==> src/rtl/ram_arbiter_pkg.sv <==
// Shared types for the two-master ram_bus arbiter: FSM states, master indices
// and the address-tag encodings carried on addr_tag ({mode[2:1], lock[0]}).
package ram_arbiter_pkg;

  typedef enum logic [1:0] {
    IDLE   = 2'd0,
    GNT_M0 = 2'd1,
    GNT_M1 = 2'd2
  } arb_state_t;

  localparam logic MST_M0 = 1'b0;
  localparam logic MST_M1 = 1'b1;

  localparam logic [1:0] ADDR_TAG_MODE_NONE = 2'b00;
  localparam logic [1:0] ADDR_TAG_MODE_LRSC = 2'b01;
  localparam logic [1:0] ADDR_TAG_MODE_AMO  = 2'b10;
  localparam logic       ADDR_TAG_UNLOCK    = 1'b0;
  localparam logic       ADDR_TAG_LOCK      = 1'b1;
  localparam logic [2:0] ADDR_TAG_NONE      = {ADDR_TAG_MODE_NONE, ADDR_TAG_UNLOCK};

endpackage

==> src/rtl/ram_arb_timeout.sv <==
// Ack watchdog: counts cycles a granted strobe waits; expire fires on the TIMEOUT_CYCLES-th waiting cycle.
// Latency: expire is combinational in the expiring cycle; count low (or expiry) reloads the counter.
// Backpressure: none, pure observer of the granted strobe.
module ram_arb_timeout #(
  parameter logic [31:0] TIMEOUT_CYCLES = 32'd1024
) (
  input  logic clk_i,
  input  logic rst_n_i,
  input  logic count,
  output logic expire
);

  logic [31:0] cnt;

  assign expire = count & (cnt == 32'd0);

  always_ff @(posedge clk_i or negedge rst_n_i) begin
    if (!rst_n_i) begin
      cnt <= TIMEOUT_CYCLES - 32'd1;
    end else if (!count || expire) begin
      cnt <= TIMEOUT_CYCLES - 32'd1;
    end else begin
      cnt <= cnt - 32'd1;
    end
  end

endmodule

==> src/rtl/ram_arbiter.sv <==
// Two-master Wishbone arbiter (fetch M0, data M1) onto ram_bus; grant held for the whole cyc, round-robin on ties.
// Latency: 1-cycle registered arbitration, then zero-latency combinational pass-through per beat.
// Backpressure: losing master waits with ack=0; ARB_TIMEOUT_EN adds an ack watchdog that errors and releases the grant.
module ram_arbiter
  import ram_arbiter_pkg::*;
#(
  parameter logic [31:0] TIMEOUT_CYCLES = 32'd1024
) (
  input  logic        clk_i,
  input  logic        rst_n_i,
  input  logic        m0_stb_i,
  input  logic        m0_cyc_i,
  input  logic [31:0] m0_addr_i,
  output logic        m0_ack_o,
  output logic [31:0] m0_data_o,
  output logic        m0_err_o,
  input  logic        m1_stb_i,
  input  logic        m1_cyc_i,
  input  logic        m1_we_i,
  input  logic [3:0]  m1_sel_i,
  input  logic [31:0] m1_addr_i,
  input  logic [2:0]  m1_addr_tag_i,
  input  logic [31:0] m1_data_i,
  output logic        m1_ack_o,
  output logic [31:0] m1_data_o,
  output logic        m1_data_tag_o,
  output logic        m1_err_o,
  output logic        ram_stb_o,
  output logic        ram_cyc_o,
  output logic        ram_we_o,
  output logic [3:0]  ram_sel_o,
  output logic [31:0] ram_addr_o,
  output logic [2:0]  ram_addr_tag_o,
  output logic [31:0] ram_data_o,
  input  logic        ram_ack_i,
  input  logic [31:0] ram_data_i,
  input  logic        ram_data_tag_i
);

  arb_state_t state;
  logic       last_grant;
  logic       m0_req, m1_req;
  logic       gnt0, gnt1;
  logic       expire;

  assign m0_req = m0_cyc_i & m0_stb_i;
  assign m1_req = m1_cyc_i & m1_stb_i;
  assign gnt0   = (state == GNT_M0);
  assign gnt1   = (state == GNT_M1);

`ifdef ARB_TIMEOUT_EN
  logic waiting;

  // Only a granted strobe still waiting on ack ages the watchdog.
  assign waiting = ((gnt0 & m0_req) | (gnt1 & m1_req)) & ~ram_ack_i;

  ram_arb_timeout #(
    .TIMEOUT_CYCLES(TIMEOUT_CYCLES)
  ) u_timeout (
    .clk_i  (clk_i),
    .rst_n_i(rst_n_i),
    .count  (waiting),
    .expire (expire)
  );

  assign m0_err_o = expire & gnt0;
  assign m1_err_o = expire & gnt1;
`else
  assign expire   = 1'b0;
  assign m0_err_o = 1'b0;
  assign m1_err_o = 1'b0;
`endif

  // Grant is only released when the owner drops cyc, so locked AMO sequences stay atomic.
  always_ff @(posedge clk_i or negedge rst_n_i) begin
    if (!rst_n_i) begin
      state      <= IDLE;
      last_grant <= MST_M0;
    end else begin
      case (state)
        IDLE: begin
          if (m1_req && (!m0_req || last_grant == MST_M0)) begin
            state      <= GNT_M1;
            last_grant <= MST_M1;
          end else if (m0_req) begin
            state      <= GNT_M0;
            last_grant <= MST_M0;
          end
        end
        GNT_M0: begin
          if (!m0_cyc_i || expire) begin
            if (m1_req) begin
              state      <= GNT_M1;
              last_grant <= MST_M1;
            end else begin
              state <= IDLE;
            end
          end
        end
        GNT_M1: begin
          if (!m1_cyc_i || expire) begin
            if (m0_req) begin
              state      <= GNT_M0;
              last_grant <= MST_M0;
            end else begin
              state <= IDLE;
            end
          end
        end
        default: state <= IDLE;
      endcase
    end
  end

  assign ram_stb_o      = ((gnt0 & m0_stb_i) | (gnt1 & m1_stb_i)) & ~expire;
  assign ram_cyc_o      = ((gnt0 & m0_cyc_i) | (gnt1 & m1_cyc_i)) & ~expire;
  assign ram_we_o       = gnt1 & m1_we_i;
  assign ram_sel_o      = gnt1 ? m1_sel_i      : (gnt0 ? 4'hF      : 4'h0);
  assign ram_addr_o     = gnt1 ? m1_addr_i     : (gnt0 ? m0_addr_i : 32'h0);
  assign ram_addr_tag_o = gnt1 ? m1_addr_tag_i : ADDR_TAG_NONE;
  assign ram_data_o     = gnt1 ? m1_data_i     : 32'h0;

  assign m0_ack_o      = ram_ack_i & gnt0;
  assign m1_ack_o      = ram_ack_i & gnt1;
  assign m1_data_tag_o = ram_data_tag_i & gnt1;
  // Read data is shared by both masters; held at zero while the bus is idle or in reset.
  assign m0_data_o     = (state != IDLE) ? ram_data_i : 32'h0;
  assign m1_data_o     = (state != IDLE) ? ram_data_i : 32'h0;

endmodule

==> config.mk <==
export PLATFORM = sky130hd
export DESIGN_NAME = ram_arbiter
export DESIGN_NICKNAME = d
export VERILOG_FILES = /design/src/rtl/ram_arbiter_pkg.sv /design/src/rtl/ram_arb_timeout.sv /design/src/rtl/ram_arbiter.sv
export SDC_FILE = /design/constraint.sdc
export NUM_CORES = 1
export LEC_CHECK = 0
export ABC_AREA = 1
export BUFFER_PORTS_ARGS = -buffer_cell sky130_fd_sc_hd__buf_2
export CORE_AREA = 5 5 107 109
export DETAILED_ROUTE_END_ITERATION = 8
export DIE_AREA = 0 0 112 114
export PLACE_DENSITY = 0.59
export SYNTH_ARGS = -nofsm -noshare
export SYNTH_HDL_FRONTEND = slang
export SYNTH_SLANG_ARGS = --single-unit
==> constraint.sdc <==
create_clock -name clk_i -period 4.1 [get_ports clk_i]
set_clock_uncertainty 0.15 [all_clocks]
set_input_delay 0.205 -clock clk_i [delete_from_list [all_inputs] [get_ports clk_i]]
set_output_delay 0.205 -clock clk_i [all_outputs]
set_load 0.02 [all_outputs]
==> results.toml <==
[critical_path]
required_ns = 3.74
cp_max_fo = 28
critPathCaptureType = "output pin"
worst-setup-path-type = "reg -> out"
crit_path_start_kind = "register"
r2r-end = "last_grant$_DFFE_PN0P_"
r2r_slack_ns = 1.93
rr_worst_depth = 7
worstPathArrival_ns = 2.23
reg2reg_from = "state[1]$_DFFE_PN0P_"

[clock_tree]
clk_pin_slew_ns = 0.03
cts_htree_levels = 1
numCtsBuffers = 3
clockBufferDepth = 2
cts.sinks = 3
clk_latency_ns = 0.21
cts_root_buf = "clkbuf_8"
cts_tree = "built"
cts_setup_buffers = 0

[drt]
dr_total_vias = 2706
highest_layer = "met4"
m1WireLength_um = 3012
drc = 0
vias_per_cell = 3.717
drt-wirelength-per-cell_um = 11.00
dr.pass1.iters = 4
wl_met2_um = 4036
dr.first_iter.drc_count = 153
wl_met3_um = 914
ant_nets = 0
finalWirelength_um = 8008

[floorplanning]
initial_utilization_pct = 16.09
rows = 38
die_w_um = 112
die-area_sq_mm = 0.01277
ios = 287
core_area_sq_mm = 0.01051
fp.dieH_um = 114

[synthesis]
yosysWarnings = 0
synth.most_common_cell = "nand2_1"
ys.flop_type = "dfrtp_1"
yosys-top-cells-count = "nand2_1, inv_1, buf_4, nand3_1, nor2_1"
synth.avg_cell_area_sq_um = 4.843
yosysSeqAreaShare_pct = 4.441
ys_ff_latch = 3
syn_area_sq_mm = 0.001690
synth_cell_types = 21
yosysTopAreaCellShare_pct = 27.54
syn-instance-count = 349
synth_top_area_cell = "nand2_1"
yosys-top-cells-area = "nand2_1, buf_4, inv_1"
synth_edf_count = 0
ys_async_sr_fraction_pct = 100.0

[placed_design]
dp_hpwl_um = 6877
portBuffers = 284
place_congestion = 0.8679
dp_slack_ns = 1.678

[timing]
setup_viol = 0
setup_tns_ns = 0
fin_ws_ns = 1.518
final_max_slew_viol_count = 0
fin_crit_sh_pct = 62.99
layout_min_cycle_time_ns = 2.582
timing.fmax_mhz = 387.2
worst_pin_slew_ns = 1.066
relSlewSlack_pct = 28.94
rsz0062_at_grt = "no"
timing.final.hold_violations = 0
holdWs_ns = 0.1615

[final_layout]
num-nets-final = 737
drive_gt1_share_pct = 51.70
fin_util_pct = 28.40
antenna-diode-count = 0
area.growth.synth_to_final_pct = 76.54

[global_route]
grt-ovfl-total = 0
grt_pass1_wl_um = 11450
antenna_found_initial = 0
grt_use_total_pct = 10.57
grt_start_max_net_pins = 79
grt_pass1_vias = 2513

[pwr]
p_leak_nw = 2.433
power_density_mw_per_mm2 = 641.0
ir_worst_vdd_mv = 0.3789
power_w = 0.001913

[status]
status = "finished clean"

[worst_hold_path]
hold_path.class = "in -> async"

[flow_run]
cap_violations = 0
worst max-delay path, stage by stage (launching register included):
cell	delay, ns
dfrtp_1	0.40
inv_1	0.09
ha_1	0.83
nand2_1	0.38
nand2_1	0.13
buf_2	0.18
placed cells by master, fill, tap and decap left out:
cell	n
clkbuf_1	1
nand2_2	5
conb_1	2
o21ai_1	1
nand3_2	2
nand2_1	124
ha_1	3
inv_4	1
ha_2	1
buf_4	3
dlygate4sd3_1	1
o21ai_0	1
nand2_4	1
buf_2	284
inv_1	76
dfrtp_1	3
inv_2	2
o21ai_2	1
a21oi_1	1
nor2_1	33
nor2_2	1
a22o_1	1
nand3_1	37
clkbuf_8	3
worst max path at each step:
| stage | from | endpoint | cells past startpoint |
|---|---|---|---|
| 2_1_floorplan | state[0]$_DFFE_PN0P_ | m1_data_o[0] | 6 |
| 3_3_place_gp | state[1]$_DFFE_PN0P_ | ram_sel_o[2] | 5 |
| 3_5_place_dp | state[1]$_DFFE_PN0P_ | ram_sel_o[2] | 5 |
| 4_1_cts | state[1]$_DFFE_PN0P_ | ram_sel_o[2] | 5 |
| 5_1_grt | state[1]$_DFFE_PN0P_ | ram_sel_o[2] | 5 |
| 6_report | state[1]$_DFFE_PN0P_ | ram_sel_o[2] | 5 |
through the flow:
stage / area, sq um / cells
2_1_floorplan: 1694 / 350
3_3_place_gp: 2929 / 723
3_5_place_dp: 2929 / 723
4_1_cts: 2984 / 728
5_1_grt: 2984 / 728
6_report: 2984 / 728
what timing repair did:
action,in CTS,in global routing
hold buffers,1,0
gates resized for setup,0,0
hold endpoints to repair,3,0
report_power, final:
part	internal [W]	total [W]	switching (W)	leakage, nW
Combinational	0.000546	0.00177	0.00122	2.37
Clock	0.0000663	0.0000850	0.0000187	0.0228
Sequential	0.0000444	0.0000597	0.0000153	0.0378
layout make-up:
| class | count | area, sq um |
|---|---|---|
| Timing Repair Buffer | 288 | 1454 |
| Fill cell | 1238 | 7523 |
| Clock buffer | 4 | 45.04 |
| Multi-Input combinational cell | 214 | 935.9 |
| Tap cell | 140 | 175.2 |
| Sequential cell | 3 | 75.07 |
| Inverter | 79 | 299.0 |
registers in the layout, summed over array words and instances, names as in the netlist:
signal      count
last_grant      1
state           2
cell families (layout without fill, tap and decap cells):
logic type,after synthesis,after routing,synth area share (%)
AOI/OAI and AO/OA,5,5,1.924
adders and majority gates,4,4,2.961
buffers and inverters,133,371,40.56
DFF,3,3,4.441
other,1,2,0.2218
and+or+nand+nor,203,203,49.89
layer usage:
| layer | track usage, % | up-vias |
|---|---|---|
| li1 | - | 1439 |
| met1 | 11.92 | 1098 |
| met2 | 20.34 | 163 |
| met3 | 2.865 | 6 |
| met4 | 1.362 | 0 |
| met5 | 0 | - |
Power figures use the tool's default switching activity.
